$ cat src/rtl/perm_rom_sequencer.sv
// perm_rom_sequencer
// Walks the 32 entries of one bank of the permutation-index ROM, hides the
// one-cycle registered-read latency and streams the indices over a
// valid/ready interface. A two-entry skid FIFO absorbs backpressure. Its head
// register drives idx_data/idx_last directly, so those outputs are registered.
module perm_rom_sequencer #(
   parameter int DATA_WIDTH = 5,
   parameter int ADDR_WIDTH = 7,
   parameter int BANK_BITS  = 2
) (
   input  logic                  clk,
   input  logic                  rst_n,
   input  logic                  start,
   input  logic [BANK_BITS-1:0]  stage,
   input  logic                  abort,
   output logic                  busy,
   output logic                  done,
   output logic [ADDR_WIDTH-1:0] rom_addr,
   output logic                  rom_wr_ena,
   input  logic [DATA_WIDTH-1:0] rom_data,
   output logic                  idx_valid,
   input  logic                  idx_ready,
   output logic [DATA_WIDTH-1:0] idx_data,
   output logic                  idx_last
);

   localparam int CNT_WIDTH = ADDR_WIDTH - BANK_BITS;
   localparam logic [CNT_WIDTH-1:0]  CNT_ZERO  = {CNT_WIDTH{1'b0}};
   localparam logic [CNT_WIDTH-1:0]  CNT_ONE   = {{(CNT_WIDTH-1){1'b0}}, 1'b1};
   localparam logic [CNT_WIDTH-1:0]  CNT_MAX   = {CNT_WIDTH{1'b1}};
   localparam logic [DATA_WIDTH-1:0] DATA_ZERO = {DATA_WIDTH{1'b0}};
   localparam logic [ADDR_WIDTH-1:0] ADDR_ZERO = {ADDR_WIDTH{1'b0}};

   typedef enum logic [1:0] {
      IDLE  = 2'd0,
      RUN   = 2'd1,
      DRAIN = 2'd2,
      DONE  = 2'd3
   } state_t;

   state_t                 state_r;
   logic [BANK_BITS-1:0]   bank_r;
   logic [CNT_WIDTH-1:0]   issue_cnt_r;
   logic [ADDR_WIDTH-1:0]  rom_addr_r;
   logic                   inflight_r;       // rom_data holds a requested word this cycle
   logic                   inflight_last_r;  // ...and it is the 32nd word of the run
   logic                   head_valid_r;
   logic [DATA_WIDTH-1:0]  head_data_r;
   logic                   head_last_r;
   logic                   skid_valid_r;
   logic [DATA_WIDTH-1:0]  skid_data_r;
   logic                   skid_last_r;
   logic                   busy_r;
   logic                   done_r;

   logic                   pop_s;
   logic [1:0]             occ_s;
   logic [1:0]             load_s;
   logic                   issue_s;

   assign rom_wr_ena = 1'b0;
   assign rom_addr   = rom_addr_r;
   assign busy       = busy_r;
   assign done       = done_r;
   assign idx_valid  = head_valid_r;
   assign idx_data   = head_data_r;
   assign idx_last   = head_last_r;

   // Handshake, post-pop occupancy and issue decision for this cycle
   always_comb begin
      pop_s   = head_valid_r & idx_ready;
      occ_s   = {1'b0, head_valid_r} + {1'b0, skid_valid_r} - {1'b0, pop_s};
      load_s  = occ_s + {1'b0, inflight_r};
      issue_s = 1'b0;
      if ((state_r == RUN) && (load_s < 2'd2)) begin
         issue_s = 1'b1;
      end else begin
         issue_s = 1'b0;
      end
   end

   // Control FSM, address generator, read pipeline flag and skid FIFO
   always_ff @(posedge clk or negedge rst_n) begin
      if (!rst_n) begin
         state_r         <= IDLE;
         bank_r          <= {BANK_BITS{1'b0}};
         issue_cnt_r     <= CNT_ZERO;
         rom_addr_r      <= ADDR_ZERO;
         inflight_r      <= 1'b0;
         inflight_last_r <= 1'b0;
         head_valid_r    <= 1'b0;
         head_data_r     <= DATA_ZERO;
         head_last_r     <= 1'b0;
         skid_valid_r    <= 1'b0;
         skid_data_r     <= DATA_ZERO;
         skid_last_r     <= 1'b0;
         busy_r          <= 1'b0;
         done_r          <= 1'b0;
      end else if (abort && (state_r != IDLE)) begin
         // Flush everything in flight; the aborted run never reports done.
         state_r         <= IDLE;
         inflight_r      <= 1'b0;
         inflight_last_r <= 1'b0;
         head_valid_r    <= 1'b0;
         head_last_r     <= 1'b0;
         skid_valid_r    <= 1'b0;
         skid_last_r     <= 1'b0;
         busy_r          <= 1'b0;
         done_r          <= 1'b0;
      end else begin
         // The word read at this edge appears on rom_data next cycle.
         inflight_r      <= issue_s;
         inflight_last_r <= issue_s && (issue_cnt_r == CNT_MAX);

         // Skid FIFO: head feeds the outputs, skid holds the overflow word.
         if (pop_s) begin
            if (skid_valid_r) begin
               head_data_r <= skid_data_r;
               head_last_r <= skid_last_r;
               if (inflight_r) begin
                  skid_data_r <= rom_data;
                  skid_last_r <= inflight_last_r;
               end else begin
                  skid_valid_r <= 1'b0;
                  skid_last_r  <= 1'b0;
               end
            end else if (inflight_r) begin
               head_data_r <= rom_data;
               head_last_r <= inflight_last_r;
            end else begin
               head_valid_r <= 1'b0;
               head_last_r  <= 1'b0;
            end
         end else if (inflight_r) begin
            if (head_valid_r) begin
               skid_valid_r <= 1'b1;
               skid_data_r  <= rom_data;
               skid_last_r  <= inflight_last_r;
            end else begin
               head_valid_r <= 1'b1;
               head_data_r  <= rom_data;
               head_last_r  <= inflight_last_r;
            end
         end

         case (state_r)
            IDLE: begin
               done_r <= 1'b0;
               if (start) begin
                  bank_r      <= stage;
                  issue_cnt_r <= CNT_ZERO;
                  rom_addr_r  <= {stage, CNT_ZERO};
                  busy_r      <= 1'b1;
                  state_r     <= RUN;
               end
            end
            RUN: begin
               if (issue_s) begin
                  if (issue_cnt_r == CNT_MAX) begin
                     // Final address issued: hold it, never step into the next bank.
                     state_r <= DRAIN;
                  end else begin
                     issue_cnt_r <= issue_cnt_r + CNT_ONE;
                     rom_addr_r  <= {bank_r, issue_cnt_r + CNT_ONE};
                  end
               end
            end
            DRAIN: begin
               if (pop_s && head_last_r) begin
                  done_r  <= 1'b1;
                  state_r <= DONE;
               end
            end
            DONE: begin
               done_r  <= 1'b0;
               busy_r  <= 1'b0;
               state_r <= IDLE;
            end
            default: begin
               done_r  <= 1'b0;
               busy_r  <= 1'b0;
               state_r <= IDLE;
            end
         endcase
      end
   end

endmodule

$ cat config.mk
export PLATFORM = sky130hd
export DESIGN_NAME = perm_rom_sequencer
export DESIGN_NICKNAME = d
export VERILOG_FILES = /design/src/rtl/perm_rom_sequencer.sv
export SDC_FILE = /design/constraint.sdc
export NUM_CORES = 1
export LEC_CHECK = 0
export CAP_MARGIN = 20
export CELL_PAD_IN_SITES_DETAIL_PLACEMENT = 1
export CELL_PAD_IN_SITES_GLOBAL_PLACEMENT = 2
export CORE_ASPECT_RATIO = 0.75
export CORE_MARGIN = 2
export CORE_UTILIZATION = 30
export CTS_CLUSTER_SIZE = 30
export DETAILED_ROUTE_END_ITERATION = 16
export PLACE_DENSITY_LB_ADDON = 0.05
export SETUP_SLACK_MARGIN = 0.5
export SLEW_MARGIN = 0
export SYNTH_ARGS = -nofsm -noshare
export SYNTH_HDL_FRONTEND = slang
export SYNTH_SLANG_ARGS = --single-unit
$ cat constraint.sdc
create_clock -name clk -period 2.1 [get_ports clk]
set_input_delay 0.42 -clock clk [delete_from_list [all_inputs] [get_ports clk]]
set_output_delay 0.42 -clock clk [all_outputs]
set_load 0.02 [all_outputs]
==> results of run 1 <==
[state kept, by name, summed over array words and instances (netlist names)]
signal,cells
bank_r,2
busy,1
done,1
idx_data,5
idx_last,1
idx_valid,1
inflight_last_r,1
inflight_r,1
issue_cnt_r,4
rom_addr,3
skid_data_r,5
skid_last_r,1
skid_valid_r,1
state_r,2
[layout by cell type, fill, tap and decap left out, types with 2 or more instances in the layout]
cell,count
dfrtp_1,27
buf_4,26
dlygate4sd2_1,16
mux2i_1,10
mux2_2,10
clkdlybuf4s50_1,9
o21ai_0,8
a21oi_2,7
nor2_1,7
nand2_1,6
clkbuf_8,6
nor2_4,5
ha_1,5
and3_1,4
nand4_1,4
nand3_1,4
buf_6,4
inv_2,3
inv_1,3
nand2b_1,3
a21oi_1,3
nor2b_1,3
ha_4,3
and2_1,2
a2111oi_4,2
mux2_4,2
ha_2,2
clkbuf_1,2
buf_2,2
dfrtp_2,2
[timing repair]
item / CTS / global route
setup endpoints to repair: 43 / 26
gates cloned: 1 / 1
hold buffers: 0 / 0
buffers inserted: 7 / 3
gates resized for setup: 39 / 26
pin swaps: 8 / 9
[cell families (layout without fill, tap and decap cells)]
family                     after synthesis  after routing  synth area share (%)
AOI/OAI and AO/OA                       33             33                  15.4
adders and majority gates               10             10                  7.40
buffers and inverters                   12             75                  2.96
xor gates and xnor gates                 2              2                  1.48
and+or+nand+nor                         48             48                  15.2
DFF                                     29             29                  42.9
muxes                                   23             23                  14.5
other                                    1              1                 0.222
[worst paths after layout]
path	from	endpoint	slack (ns)	depth (start not counted)
setup reg to reg	idx_valid	rom_addr[5]	-0.01	7
max in group asynchronous	rst_n	idx_valid	1.25	2
min in group asynchronous	rst_n	rom_addr[6]	0.54	2
hold reg to reg	skid_data_r[4]	skid_data_r[4]	0.51	1
hold / removal	skid_data_r[4]	skid_data_r[4]	0.51	1
setup / recovery	idx_ready	rom_addr[5]	-0.02	8
[cell type report]
class                   count  area share [%]
clock buffers               8            3.53
inverters                   7            1.08
multi-input cells         117            43.0
flip-flops and latches     29            28.5
well taps                  75            3.68
repair buffers             60            20.2
[metal layers]
layer  routed length (um)  GRT usage (%)
met5                    0              0
met3                  128           3.72
met1                 2680           24.8
met4                   57           4.62
met2                 2310           25.3
[power breakdown]
| group | total, mW | internal (mW) | switching [mW] |
|---|---|---|---|
| logic | 2.20 | 1.08 | 1.12 |
| registers | 0.957 | 0.777 | 0.180 |
| clock network | 0.493 | 0.267 | 0.226 |
| total | 3.65 | 2.12 | 1.53 |
==> impl_metrics.toml, run 1 <==
[outcome]
status = "complete, but fails checks"
violations = "setup timing"

[setup_path]
crit_type = "primary input to flop"
max_stage_delay_ns = 0.35
crit_top_cell = "ha_4"
crit_required_ns = 2.27
critPathBufInv = 1
slowest_stage = "a211oi_2"
crit_arrival_ns = 2.29
cp_top_family = "compound AO/OA/AOI/OAI gates"
cp-end-kind = "flop"
startpoint_type = "primary input"
path_cells = "dlygate4sd2_1 -> nand2_4 -> ha_4 -> ha_4 -> a21oi_4 -> mux2i_2 -> a211oi_2 -> mux2_4"
worst-path-max-fanout = 3

[die]
core-area_um2 = 5380
dieHeight_um = 69.0
die-area_um2 = 6260
rows = 23
initial_utilization_pct = 31.4
pin_count = 29
die_w_um = 90.7

[synth]
yosysTopAreaCell = "dfrtp_1"
synth-edff-count = 0
synthTopCellsByCount = "dfrtp_1, mux2_2, nor2_1"
synth-seq-cells = 29
synthMostInstantiatedCell = "dfrtp_1"
netlist_top_cells_area = "dfrtp_1, mux2_2, ha_1, mux2i_1, a2111oi_4"
synth_cells = 158
yosys_warnings = 0
synth.cell_area_um2 = 1690
yosysSeqAreaShare_pct = 42.9
avgSynthCellArea_um2 = 10.7
synth.distinct_cells = 41
synthFlopType = "dfrtp_1"
yosys.area.top_type_share_pct = 42.9
syn_nets = 180
async_flop_share_pct = 100

[timing]
fmax_mhz = 471
finalClockSkew_ns = 0.0110
slew_violations = 0
hold_violations = 0
period_share_pct = 101
timing.hold.ws_ns = 0.510
finalSetupTns_ns = -0.0499
period_minus_slack_ns = 2.12
fin_ws_ns = -0.0244
setup_viol = 3
rsz0062_at_grt = "yes"

[pwr]
ir_drop_mv = 0.522
power_density_nw_per_um2 = 1430
p_leak_nw = 1.18
power_mw = 3.65

[final_layout]
syn_to_final_growth_pct = 50.9
fin_util_pct = 47.4
stdcell_count = 296
stdcell_area_um2 = 2550
nets = 242
fillCellCount = 617
multi_input_area_um2 = 1100
diodes = 0
regArea_um2 = 728
layout-drive-gt1-share_pct = 40.7

[global_routing]
grt_pass1_wl_mm = 8.23
track_usage_pct = 17.0
antenna_found_initial = 0
overflow = 0
grt_pass1_vias = 1565
grt_max_degree = 30

[placed_design]
postPlaceCellArea_um2 = 2250
place_ws_ns = -0.541
io_buffers = 27
dp_hpwl_mm = 3.49
place_inst = 276
gp_congestion = 0.799

[clocking]
clk-insertion-delay-late_ns = 0.28
clock-sinks = 29
path_clk_slew_ns = 0.07
cts_made_buffers = 5
cts_tree = "built"
cts_buffer_depth = 2
htree_levels = 2
root_buffer = "clkbuf_8"

[detailed_routing]
first_iter_violations = 39
routed_via_density = 4.91
via_count = 1454
post-route-drc-count = 0
drt-total-wl_mm = 5.17
antenna_left = 0
wl_per_cell_um = 17.5
dr.pass1.iters = 4

[min_path]
worstHoldPathType = "flop to flop"

[flow_run]
max-cap-violations = 0
Power figures use the tool's default switching activity.
==> run 2: changes to the inputs <==
--- a/config.mk
+++ b/config.mk
@@ -13,7 +13,7 @@
 export CORE_UTILIZATION = 30
 export CTS_CLUSTER_SIZE = 30
 export DETAILED_ROUTE_END_ITERATION = 16
-export PLACE_DENSITY_LB_ADDON = 0.05
+export PLACE_DENSITY = 0.77
 export SETUP_SLACK_MARGIN = 0.5
 export SLEW_MARGIN = 0
 export SYNTH_ARGS = -nofsm -noshare
==> run 2 against run 1 <==
Sequential cell count unchanged. Fmax up 1.0%. Clock power down 1%. Combinational power up 17%. Critical path type is now flop to flop. Wire length grew 5.2%. The run still ends with setup timing left. Clock skew decreased by 0.0057 ns. Worst setup slack improved by 0.022 ns. Register-to-register slack about the same. Power up 9.3%. Final area increased by 4.8%. Worst hold slack lost 0.0041 ns.
==> impl_metrics.toml, run 2 (same netlist as run 1, synthesis figures left out) <==
[die]
initial_utilization_pct = 31.4
rows = 23
core-area_um2 = 5380
pin_count = 29
die_w_um = 90.7
die-area_um2 = 6260
dieHeight_um = 69.0

[pwr]
clockPowerShare_pct = 12.2
combPwrFrac_pct = 64.2
p_sw_share_pct = 41.1
ir_drop_mv = 0.486
p_leak_nw = 1.25
power_density_nw_per_um2 = 1490
p_seq_share_pct = 23.6
internal_power_mw = 2.35
switching_power_mw = 1.64

[placed_design]
postPlaceCellArea_um2 = 2220
gp_congestion = 0.790
io_buffers = 27
dp_hpwl_mm = 3.63

[final_layout]
syn_to_final_growth_pct = 58.1
final_cell_mix = "buf_4, dfrtp_1, dlygate4sd2_1"
diodes = 0
fin_util_pct = 49.7
fillCellCount = 585
layout-drive-gt1-share_pct = 43.2
nets = 248
stdcell_area_um2 = 2670
final_common_cell = "buf_4"

[timing]
period_share_pct = 100
setup_viol = 2
slew_violations = 0
rsz0062_at_grt = "yes"
fmax_mhz = 476
fin_ws_ns = -0.00255
finalClockSkew_ns = 0.00523
hold_violations = 0
period_minus_slack_ns = 2.10

[min_path]
worstHoldPathType = "flop to flop"

[detailed_routing]
via_count = 1486
drt-total-wl_mm = 5.44
antenna_left = 0
dr.pass1.iters = 4
post-route-drc-count = 0
routed_via_density = 4.92
wl_per_cell_um = 18.0
first_iter_violations = 80

[global_routing]
grt_max_degree = 30
overflow = 0
grt_pass1_vias = 1643
track_usage_pct = 17.7
antenna_found_initial = 0
grt_pass1_wl_mm = 8.63

[setup_path]
crit_type = "flop to flop"
crit_arrival_ns = 2.27
crit_required_ns = 2.27
startpoint_type = "flop"
worst-path-max-fanout = 3
cp-end-kind = "flop"

[clocking]
cts_tree = "built"
root_buffer = "clkbuf_8"
clock-sinks = 29
htree_levels = 2
clk-insertion-delay-late_ns = 0.28
cts_buffer_depth = 2
ctsHoldBuffers = 0
path_clk_slew_ns = 0.07
cts_made_buffers = 5

[outcome]
violations = "setup timing"
status = "complete, but fails checks"

[flow_run]
max-cap-violations = 0
run 2: changes by cell type in the layout (fill, tap and decap cells not counted), sizes merged:
cell | before | now
clkinv | 1 | 0
inv | 6 | 7
buf | 33 | 39
run 2: path summary, 6_finish.rpt:
| path | startpoint | endpoint | slack, ns | cells after the start |
|---|---|---|---|---|
| max in group asynchronous | rst_n | idx_valid | 1.25 | 2 |
| worst max-delay path | idx_valid | rom_addr[6] | -0.003 | 7 |
| worst min-delay path | issue_cnt_r[3] | issue_cnt_r[3] | 0.51 | 1 |
| min in group asynchronous | rst_n | busy | 0.54 | 2 |
| worst max register to register | idx_valid | rom_addr[6] | -0.003 | 7 |
| worst min register to register | issue_cnt_r[3] | issue_cnt_r[3] | 0.51 | 1 |
run 2: repair_timing:
action	4_1_cts	5_1_grt
endpoints found under the setup margin	43	24
cloned	1	0
gates resized for setup	62	22
setup buffers	13	6
pin swaps	12	8
run 2: area by class of cell:
cell class                      count  area, um^2  share of cell area, %
Clock buffer                        8        90.1                   3.37
Inverter                            7        28.8                   1.08
Multi-Input combinational cell    117        1160                   43.3
Sequential cell                    29         727                   27.2
Tap cell                           75        93.8                   3.51
Timing Repair Buffer               66         576                   21.5
run 2: metal layers:
metal / up-vias / track usage [%] / part of all wire, % / wire length (um)
li1: 702 / - / - / -
met1: 754 / 23.7 / 47 / 2560
met2: 25 / 28.9 / 50 / 2710
met3: 5 / 3.39 / 2.1 / 113
met4: 0 / 5.64 / 1.1 / 62
met5: - / 0 / 0 / 0
run 2: power groups by stage:
stage	sequential (mW)	clock [mW]	combinational, mW
6_report	0.945	0.486	2.57
5_1_grt	0.972	0.525	2.74
4_1_cts	0.920	0.496	2.28
3_5_place_dp	0.917	0	1.87
3_3_place_gp	0.901	0	1.76
2_1_floorplan	1.05	0	1.01
run 2: critical path: stages, from the launching register on:
cell and delay, ns:
dfrtp_2 0.43, nand2_4 0.08, ha_4 0.20, ha_4 0.21, a21oi_4 0.25, xor2_4 0.13, a211oi_4 0.34, mux2_4 0.34
run 2: stage by stage:
| stage | power, mW | setup TNS (ns) | setup slack, ns | std cells | hold slack, ns |
|---|---|---|---|---|---|
| 4_1_cts | 3.70 | 0 | 0.0240 | 296 | 0.507 |
| 3_5_place_dp | 2.79 | -6.34 | -0.627 | 274 | 0.491 |
| 2_1_floorplan | 2.06 | -0.224 | -0.0988 | 158 | 0.124 |
| 5_1_grt | 4.24 | -0.227 | -0.0755 | 302 | 0.528 |
| 6_report | 4.00 | -0.00450 | -0.00255 | 302 | 0.506 |
| 3_3_place_gp | 2.66 | -4.82 | -0.502 | 274 | 0.483 |
